[src/rtl/softmax_lut_pkg.sv]
// Shared definitions for the softmax LUT loader: default widths, entries-per-word
// helpers and the loader FSM state type.
package softmax_lut_pkg;

  localparam int GBUS_DATA_DEF = 64;
  localparam int LUT_DATA_DEF  = 16;
  localparam int LUT_ADDR_DEF  = 16;

  typedef enum logic [1:0] {
    IDLE = 2'd0,
    LOAD = 2'd1,
    DONE = 2'd2
  } state_t;

  // Number of LUT entries packed into one bus word.
  function automatic int calc_epw(input int gbus_w, input int lut_w);
    return gbus_w / lut_w;
  endfunction

  // Width needed to hold a valid-slot count 0..epw.
  function automatic int calc_cnt_w(input int epw);
    return $clog2(epw + 1);
  endfunction

  // Width of a slot index 0..epw-1 (at least one bit).
  function automatic int calc_slot_w(input int epw);
    return (epw > 1) ? $clog2(epw) : 1;
  endfunction

endpackage

[src/rtl/softmax_lut_unpacker.sv]
// One-word buffer that hands out LUT entries one slot per pop, low slot first.
// Only the first 'count' slots of a loaded word are presented; the rest are dropped.
module softmax_lut_unpacker
  import softmax_lut_pkg::*;
#(
  parameter int GBUS_DATA = GBUS_DATA_DEF,
  parameter int LUT_DATA  = LUT_DATA_DEF
) (
  input  logic                                                 clk,
  input  logic                                                 rst,
  input  logic                                                 flush,
  input  logic                                                 load,
  input  logic [GBUS_DATA-1:0]                                 word,
  input  logic [calc_cnt_w(calc_epw(GBUS_DATA, LUT_DATA))-1:0] count,
  input  logic                                                 pop,
  output logic                                                 valid,
  output logic                                                 last,
  output logic [LUT_DATA-1:0]                                  entry
);

  localparam int EPW = calc_epw(GBUS_DATA, LUT_DATA);
  localparam int NW  = calc_cnt_w(EPW);
  localparam int SW  = calc_slot_w(EPW);

  logic [GBUS_DATA-1:0] word_r;
  logic [SW-1:0]        slot_r;
  logic [NW-1:0]        nvalid_r;
  logic                 valid_r;

  // Buffer state: flush drops the word, load replaces it (even while the old
  // word's last slot is popped), pop advances the slot or empties the buffer.
  always_ff @(posedge clk or posedge rst) begin
    if (rst) begin
      word_r   <= {GBUS_DATA{1'b0}};
      slot_r   <= {SW{1'b0}};
      nvalid_r <= {NW{1'b0}};
      valid_r  <= 1'b0;
    end else if (flush) begin
      word_r   <= {GBUS_DATA{1'b0}};
      slot_r   <= {SW{1'b0}};
      nvalid_r <= {NW{1'b0}};
      valid_r  <= 1'b0;
    end else if (load) begin
      word_r   <= word;
      slot_r   <= {SW{1'b0}};
      nvalid_r <= count;
      valid_r  <= 1'b1;
    end else if (pop) begin
      if (last) begin
        slot_r  <= {SW{1'b0}};
        valid_r <= 1'b0;
      end else begin
        slot_r  <= slot_r + SW'(1'b1);
      end
    end
  end

  // Current slot decode: data, and whether it is the last slot worth writing.
  always_comb begin
    valid = valid_r;
    last  = valid_r && (NW'(slot_r) == (nvalid_r - NW'(1'b1)));
    entry = word_r[slot_r*LUT_DATA +: LUT_DATA];
  end

endmodule

[src/rtl/softmax_lut_loader.sv]
// Softmax/consmax LUT writer: takes packed entries over valid/ready and issues one
// registered LUT write per cycle at consecutive (wrapping) addresses from a base.
// Optional feature macro: SOFTMAX_LUT_LOADER_CSUM_EN adds a running checksum output
// 'csum' of every written entry.
module softmax_lut_loader
  import softmax_lut_pkg::*;
#(
  parameter int GBUS_DATA = GBUS_DATA_DEF,
  parameter int LUT_DATA  = LUT_DATA_DEF,
  parameter int LUT_ADDR  = LUT_ADDR_DEF
) (
  input  logic                 clk,
  input  logic                 rst,
  input  logic [LUT_ADDR-1:0]  cfg_base_addr,
  input  logic [LUT_ADDR:0]    cfg_count,
  input  logic                 start,
  input  logic                 abort,
  output logic                 busy,
  output logic                 done,
  input  logic [GBUS_DATA-1:0] in_data,
  input  logic                 in_valid,
  output logic                 in_ready,
  output logic [LUT_ADDR-1:0]  lut_waddr,
  output logic                 lut_wen,
  output logic [LUT_DATA-1:0]  lut_wdata
`ifdef SOFTMAX_LUT_LOADER_CSUM_EN
  ,
  output logic [LUT_DATA-1:0]  csum
`endif
);

  localparam int EPW = calc_epw(GBUS_DATA, LUT_DATA);
  localparam int NW  = calc_cnt_w(EPW);
  localparam int CW  = LUT_ADDR + 1;

  state_t              state;
  state_t              next_state;
  logic [LUT_ADDR-1:0] addr;
  logic [CW-1:0]       remain;     // entries not yet written
  logic [CW-1:0]       load_left;  // entries not yet pulled in from the bus
  logic [NW-1:0]       take;       // valid slots in the word being accepted
  logic                start_acc;
  logic                word_acc;
  logic                emit;
  logic                buf_valid;
  logic                buf_last;
  logic [LUT_DATA-1:0] buf_entry;

  softmax_lut_unpacker #(
    .GBUS_DATA (GBUS_DATA),
    .LUT_DATA  (LUT_DATA)
  ) u_unpacker (
    .clk   (clk),
    .rst   (rst),
    .flush (abort),
    .load  (word_acc),
    .word  (in_data),
    .count (take),
    .pop   (emit),
    .valid (buf_valid),
    .last  (buf_last),
    .entry (buf_entry)
  );

  // Control strobes; abort beats start and suppresses any write in its cycle.
  always_comb begin
    start_acc = (state == IDLE) && start && !abort;
    emit      = (state == LOAD) && buf_valid && !abort;
    word_acc  = in_valid && in_ready;
    if (load_left < CW'(EPW)) begin
      take = NW'(load_left);
    end else begin
      take = NW'(EPW);
    end
  end

  // FSM state register.
  always_ff @(posedge clk or posedge rst) begin
    if (rst) begin
      state <= IDLE;
    end else begin
      state <= next_state;
    end
  end

  // FSM next-state: zero-length loads go straight to DONE; LOAD ends once all entries are out.
  always_comb begin
    next_state = state;
    case (state)
      IDLE: begin
        if (start_acc) begin
          next_state = (cfg_count == {CW{1'b0}}) ? DONE : LOAD;
        end else begin
          next_state = IDLE;
        end
      end
      LOAD: begin
        if (abort) begin
          next_state = IDLE;
        end else if (remain == {CW{1'b0}}) begin
          next_state = DONE;
        end else begin
          next_state = LOAD;
        end
      end
      DONE:    next_state = IDLE;
      default: next_state = IDLE;
    endcase
  end

  // FSM outputs: ready when the buffer is empty or is handing out its last slot
  // while more entries are still owed, so a steady stream has no bubbles.
  always_comb begin
    busy     = 1'b0;
    done     = 1'b0;
    in_ready = 1'b0;
    case (state)
      IDLE: begin
        busy     = 1'b0;
      end
      LOAD: begin
        busy     = 1'b1;
        in_ready = !abort && (load_left != {CW{1'b0}}) && (!buf_valid || buf_last);
      end
      DONE: begin
        done     = 1'b1;
      end
      default: begin
        busy     = 1'b0;
      end
    endcase
  end

  // Address and entry counters: loaded on start, cleared on abort, held across stalls.
  always_ff @(posedge clk or posedge rst) begin
    if (rst) begin
      addr      <= {LUT_ADDR{1'b0}};
      remain    <= {CW{1'b0}};
      load_left <= {CW{1'b0}};
    end else if (start_acc) begin
      addr      <= cfg_base_addr;
      remain    <= cfg_count;
      load_left <= cfg_count;
    end else if (abort) begin
      remain    <= {CW{1'b0}};
      load_left <= {CW{1'b0}};
    end else begin
      if (emit) begin
        addr   <= addr + LUT_ADDR'(1'b1);
        remain <= remain - CW'(1'b1);
      end
      if (word_acc) begin
        load_left <= load_left - CW'(take);
      end
    end
  end

  // LUT write port registers; address/data keep the last written values when idle.
  always_ff @(posedge clk or posedge rst) begin
    if (rst) begin
      lut_wen   <= 1'b0;
      lut_waddr <= {LUT_ADDR{1'b0}};
      lut_wdata <= {LUT_DATA{1'b0}};
    end else begin
      lut_wen <= emit;
      if (emit) begin
        lut_waddr <= addr;
        lut_wdata <= buf_entry;
      end
    end
  end

`ifdef SOFTMAX_LUT_LOADER_CSUM_EN
  // Running checksum of written entries, restarted by each accepted start.
  always_ff @(posedge clk or posedge rst) begin
    if (rst) begin
      csum <= {LUT_DATA{1'b0}};
    end else if (start_acc) begin
      csum <= {LUT_DATA{1'b0}};
    end else if (emit) begin
      csum <= csum + buf_entry;
    end
  end
`endif

endmodule

[config.mk]
export PLATFORM = sky130hd
export DESIGN_NAME = softmax_lut_loader
export DESIGN_NICKNAME = d
export VERILOG_FILES = /design/src/rtl/softmax_lut_pkg.sv /design/src/rtl/softmax_lut_unpacker.sv /design/src/rtl/softmax_lut_loader.sv
export SDC_FILE = /design/constraint.sdc
export NUM_CORES = 1
export LEC_CHECK = 0
export ABC_AREA = 1
export BUFFER_PORTS_ARGS = -buffer_cell sky130_fd_sc_hd__clkbuf_2
export CAP_MARGIN = 30
export CORE_MARGIN = 3
export CORE_UTILIZATION = 34
export CTS_BUF_LIST = sky130_fd_sc_hd__clkbuf_4
export DETAILED_ROUTE_END_ITERATION = 12
export SLEW_MARGIN = 20
export SYNTH_ARGS = -nofsm -noshare
export SYNTH_HDL_FRONTEND = slang
export SYNTH_SLANG_ARGS = --single-unit
export TNS_END_PERCENT = 50
[constraint.sdc]
create_clock -name clk -period 6.4 [get_ports clk]
set_clock_uncertainty 0.1 [all_clocks]
set_input_delay 0.32 -clock clk [delete_from_list [all_inputs] [get_ports clk]]
set_output_delay 0.32 -clock clk [all_outputs]
set_load 0.05 [all_outputs]
* Word-level counts from Yosys, hierarchy flattened
Index checks and enable logic that the tools add are counted.
Storage, ports and cells: bits of input ports 102, bits in registers 155, output and inout port bits 36, logic and storage cells 75
Operators by class: equality and inequality tests 4, muxes and demuxes 30, reduce and logical (&&, ||, !) cells 23, $add $sub $neg 5, shift-type cells 1, order comparisons 1
Operator list (number):
- 64-bit 2-to-1 mux | 2
- 17-bit 2-to-1 mux | 6
- 64-bit by 7-bit variable part select with 16-bit output | 1
- 16-bit 2-to-1 mux | 3
- 17-bit zero test | 2
- 17-bit by 3-bit < comparator with 1-bit output, second input constant | 1
- 17-bit nonzero test | 1
- 17-bit by 1-bit subtractor with 17-bit output, second input constant | 1
- 17-bit by 3-bit subtractor with 17-bit output | 1
- 16-bit by 1-bit adder with 16-bit output, second input constant | 1
- 2-bit 2-to-1 mux | 8
- 3-bit nonzero test | 4
- 3-bit 2-to-1 mux | 3
- 1-bit logical AND | 8
- 1-bit 2-to-1 mux | 7
- 2-bit case mux with 2 select lines | 1
- 2-bit AND reduction | 2
- 2-bit nonzero test | 2
- 2-bit by 3-bit == test with 1-bit output | 1
- 3-bit by 1-bit subtractor with 3-bit output, second input constant | 1
- 2-bit by 1-bit adder with 2-bit output, second input constant | 1
- 2-bit by 1-bit == test with 1-bit output, second input constant | 1
- 2-bit == test, second input constant | 1
- 1-bit zero test | 2
- 3 further kinds | 3

* Longest topological paths before layout
depth after elaboration 10, depth in mapped cells 15, depth with buffers taken out 15

* Hierarchy
A second synthesis with hierarchy kept.
Unflattened totals: cell total of the unflattened synthesis 1085, area, all modules 8210.4 um2
By module, submodules not included:
- softmax_lut_loader | sequential area each 2127.0 um2, instances 1, area an instance 4892.2 um2, cells an instance 669
- softmax_lut_unpacker | sequential area each 1751.7 um2, instances 1, area an instance 3318.2 um2, cells an instance 416

* Worst setup path after synthesis
OpenSTA, ideal clock, no wires.
kind flip-flop to flip-flop, from register state[1], to register addr[4], buffers on the path 1, slack 4.450 ns, cell stages (with the launch flop) 11, data arrival time 1.717 ns, clock period less this slack 1.950 ns, data required time 6.167 ns, setup time 0.133 ns, cell sequence dfrtp_1 > inv_1 > nand2_1 > inv_1 > nand2_2 > nor2_1 > inv_1 > buf_2 > nor2_1 > xor2_1 > a21oi_1
On the way: cells in the longest elaborated chain, start to end 5, elaborated cells between the ends (all ways) 10, those cells by class 2 x eq/ne; 1 x mux; 7 x reduce/logical
Ends and longest elaborated chain:
- from (decl) | RTL line softmax_lut_loader.sv:36 | state_t state;
- from (signal assigned) | RTL line softmax_lut_loader.sv:82 | state <= next_state;
- 2-bit by 1-bit == test with 1-bit output / 2-bit zero test (equally long branches) | RTL line softmax_lut_loader.sv:68, softmax_lut_loader.sv:67
- 1-bit logical AND (on tied branches) (2 in series) | RTL line softmax_lut_loader.sv:68, softmax_lut_loader.sv:67
- 2-bit nonzero test (no source line) / 2-bit by 1-bit inequality test with 1-bit output (equally long branches)
- 2-bit AND reduction (no source line)
- to (signal assigned) | RTL line softmax_lut_loader.sv:137 | addr <= {LUT_ADDR{1'b0}};
- to (signal assigned) | RTL line softmax_lut_loader.sv:141 | addr <= cfg_base_addr;
- to (signal assigned) | RTL line softmax_lut_loader.sv:149 | addr <= addr + LUT_ADDR'(1'b1);
- to (decl) | RTL line softmax_lut_loader.sv:38 | logic [LUT_ADDR-1:0] addr;
Parallel ways exist; a longest one is shown, timed or not. A chain may end at the register's enable or synchronous reset.

* Worst setup path in the final report
from register state[0], to register load_left[14]
On the way: cells in the longest elaborated chain, start to end 4, elaborated cells between the ends (all ways) 8, those cells by class 1 x eq/ne; 2 x mux; 5 x reduce/logical
Ends and longest elaborated chain:
- 2-bit by 1-bit == test with 1-bit output / 2-bit zero test (equally long branches) | RTL line softmax_lut_loader.sv:117, softmax_lut_loader.sv:67
- 1-bit 2-to-1 mux / 1-bit logical AND (equally long branches) | RTL line softmax_lut_loader.sv:117, softmax_lut_loader.sv:67
- 1-bit logical AND (on tied branches) | RTL line softmax_lut_loader.sv:69, softmax_lut_loader.sv:67
- 3-bit nonzero test (no source line) / 17-bit 2-to-1 mux (equally long branches)
- to (signal assigned) | RTL line softmax_lut_loader.sv:139 | load_left <= {CW{1'b0}};
- to (signal assigned) | RTL line softmax_lut_loader.sv:143 | load_left <= cfg_count;
- to (signal assigned) | RTL line softmax_lut_loader.sv:146 | load_left <= {CW{1'b0}};
- to (decl) | RTL line softmax_lut_loader.sv:40 | logic [CW-1:0] load_left;
Parallel ways exist; a longest one is shown, timed or not.

==> out/qor.yml <==
setup_path:
  critPathBufInv: 2
  cp-start-kind: "flop"
  critPathLaunch: "state[0]$_DFF_PP0_"
  cp_max_fo: 28
  cp_slowest_stage_delay_ps: 590
  critPathTopFamily: "simple AND/OR/NAND/NOR gates"
  critical_path_class: "reg2reg"
  rr_startpoint: "state[0]$_DFF_PP0_"
  r2r_slack_ps: 3640
  path_cells: "nor2_1 -> nand2_1 -> nand2_1 -> inv_2 -> nand2_2 -> inv_1 -> a21oi_1 -> a21oi_1"
  required_ps: 6750
  cpMaxStageDelayCell: "nand2_1"
  worstSetupEndpointType: "flop"
  arrival_ps: 3110
route:
  antenna_left: 0
  routed_wl_um: 22360
  via_count: 7220
  drt_iter0_drc: 567
  viasPerCell: 4.928
  dr.pass1.iters: 5
  drc: 0
  wire_per_inst_um: 15.26
synthesis:
  synth_xor_area_share_pct: 1.819
  synthMuxAreaShare_pct: 0
  synth.yosys.seq_area_share_pct: 50.36
  synthCells: 958
  synth_cell_type_count: 40
  synth.avg_cell_area_sq_um: 8.040
  netlist_area_sq_mm: 0.007702
  yosysTopAreaCell: "dfrtp_1"
  synth-compound-area-share_pct: 17.17
  synth-simple-area-share_pct: 21.72
  ys_ff_latch: 155
  synth_fa_ha_area_share_pct: 0.8122
  syn_nets: 1065
  synthTopCellsByArea: "dfrtp_1, nand2_1, o21ai_0"
  synth_top_family_by_area: "simple AND/OR/NAND/NOR gates"
  yosys_warnings: 0
  synth_top_cell_area_share_pct: 50.36
final_layout:
  nets: 1279
  post-route-util_pct: 44.61
  drive_gt1_share_pct: 16.55
  design_area_sq_mm: 0.009827
  layout_commonest_cell: "nand2_1"
  syn_to_final_growth_pct: 27.58
  layout_common_cells: "nand2_1, dfrtp_1, clkbuf_2, inv_1, dlygate4sd3_1"
floorplan:
  die_area_sq_mm: 0.02450
  start_util_pct: 34.97
  dieHeight_um: 156.5
  die_x_um: 156.5
  fp.coreArea_sq_mm: 0.02203
  num_rows: 54
  io_pins: 138
sta:
  report.final.slew_viol_count: 0
  worst_slew_pin_slew_ps: 834.3
  rsz0062_at_grt: "false"
  max_freq_mhz: 362.2
  fin_crit_sh_pct: 43.13
  min_period_ps: 2761
  slew_headroom_pct: 44.32
  finalSetupTns_ps: 0
  final_hold_viol_count: 0
  setup_viol: 0
cts:
  clock_sink_count: 155
  clock_path_buffers: 2
  cts.root.buffer_cell: "clkbuf_4"
  clock_latency_ps: 550
  postCtsSetupBuffers: 0
  cts_tree: "built"
  clk_pin_slew_ps: 150
  cts_hold_repair.buffers: 94
  cts_resized: 0
  htreeDepth: 4
  numCtsBuffers: 17
place:
  routabilityCongestion: 0.8761
  place.detailed.hpwl_um: 14900
  placed_area_sq_mm: 0.008612
  io_buffers: 137
power:
  total_power_mw: 3.138
  ir_drop_mv: 0.1914
  p_per_area_mw_per_mm2: 319.3
  p_leak_nw: 4.713
grt:
  grt_pass1_vias: 6935
  grt_antenna_before_repair: 1
  grt_max_degree: 96
  grt_pass1_wl_um: 36260
  grt_use_total_pct: 18.50
  grt-ovfl-total: 0
job:
  maxCapViolCount: 0
hold_path:
  hold_path_class: "in2reg"
  hold_start: "cfg_count[16]"
outcome:
  status: "finished, final reports clean"
## report_power, final
group,switching (mW),internal (mW),leakage [nW]
sequential,0.162,1.17,2.01
combinational,0.872,0.373,2.58
clock,0.393,0.166,0.129
total,1.43,1.71,4.71
## synthesized netlist by cell type
cell type    n
nand3_2      1
xnor2_1      6
clkbuf_1    22
buf_4        3
nand3b_1     3
inv_4        1
nor2_1      94
a31oi_1     26
o2bb2ai_1    1
o21bai_1     1
o21ai_0     93
a31o_2       2
a21oi_2      1
dfrtp_1    155
conb_1       2
nand3_4      1
nand2_4      1
xor2_1      10
nor2_2       4
o21ai_1      1
buf_2       15
a32oi_1      2
o22ai_1      8
nor4_1       3
nor3_1      10
a211oi_1     1
buf_6        4
inv_1       99
o211ai_1    25
inv_2        3
a22o_1      17
ha_1         5
nor3b_1      1
a21oi_1     44
nand2_2      3
nand2_1    245
o31ai_1      2
nand4_1      7
nand3_1     35
clkinv_1     1
## logic make-up (layout without fill, tap and decap cells)
logic type | Yosys count | in the layout
AO/OA/AOI/OAI | 224 | 224
adder cells (fa/ha/maj) | 5 | 5
flip-flops | 155 | 155
XOR/XNOR | 16 | 16
buffers and inverters | 148 | 374
other | 2 | 3
AND/OR/NAND/NOR | 408 | 408
## worst reg2reg max path, cell delays in order (launching register included)
cell	delay (ps)
dfrtp_1	420
nor2_1	100
nand2_1	80
nand2_1	590
inv_2	430
nand2_2	490
inv_1	200
a21oi_1	170
a21oi_1	80
## final timing paths
path | end | cells after the start
max in group asynchronous | u_unpacker.slot_r[0]$_DFFE_PP0P_ | 5
worst min-delay path | load_left[16]$_DFFE_PP0P_ | 5
worst min register to register | u_unpacker.word_r[7]$_DFFE_PP0P_ | 2
worst max-delay path | load_left[14]$_DFFE_PP0P_ | 8
min in group asynchronous | addr[5]$_DFFE_PP0P_ | 3
worst max register to register | load_left[14]$_DFFE_PP0P_ | 8
## stage by stage
step	cells	hold slack, ps	setup slack (ps)
after floorplan	958	336.6	1802
after global placement	1336	350.1	3539
after global routing	1465	37.05	3394
after CTS	1463	4.014	3634
final	1465	55.25	3639
after detailed placement	1338	353.6	3576
## flip-flops by register name, indices dropped and copies added (netlist names)
name and flops:
addr 16, load_left 17, lut_waddr 16, lut_wdata 16
lut_wen 1, remain 17, state 2, u_unpacker.nvalid_r 3
u_unpacker.slot_r 2, u_unpacker.valid 1, u_unpacker.word_r 64
## routing by layer
layer | part of all wire, % | vias up | global-route usage [%]
met4 | 1.8 | 0 | 5.627
met2 | 46 | 247 | 28.37
met1 | 47 | 3366 | 26.61
li1 | - | 3579 | -
met5 | 0 | - | 0
met3 | 5.1 | 28 | 3.567
## layout make-up
class | instances | area (sq um)
Multi-Input combinational cell | 655 | 3213
Tap cell | 280 | 350.3
Antenna cell | 1 | 2.502
Clock buffer | 18 | 135.1
Timing Repair Buffer | 239 | 1739
Sequential cell | 155 | 3880
Clock inverter | 13 | 108.9
Fill cell | 2222 | 12200
Inverter | 104 | 397.9
No activity file was read; power rests on OpenSTA's default activity.
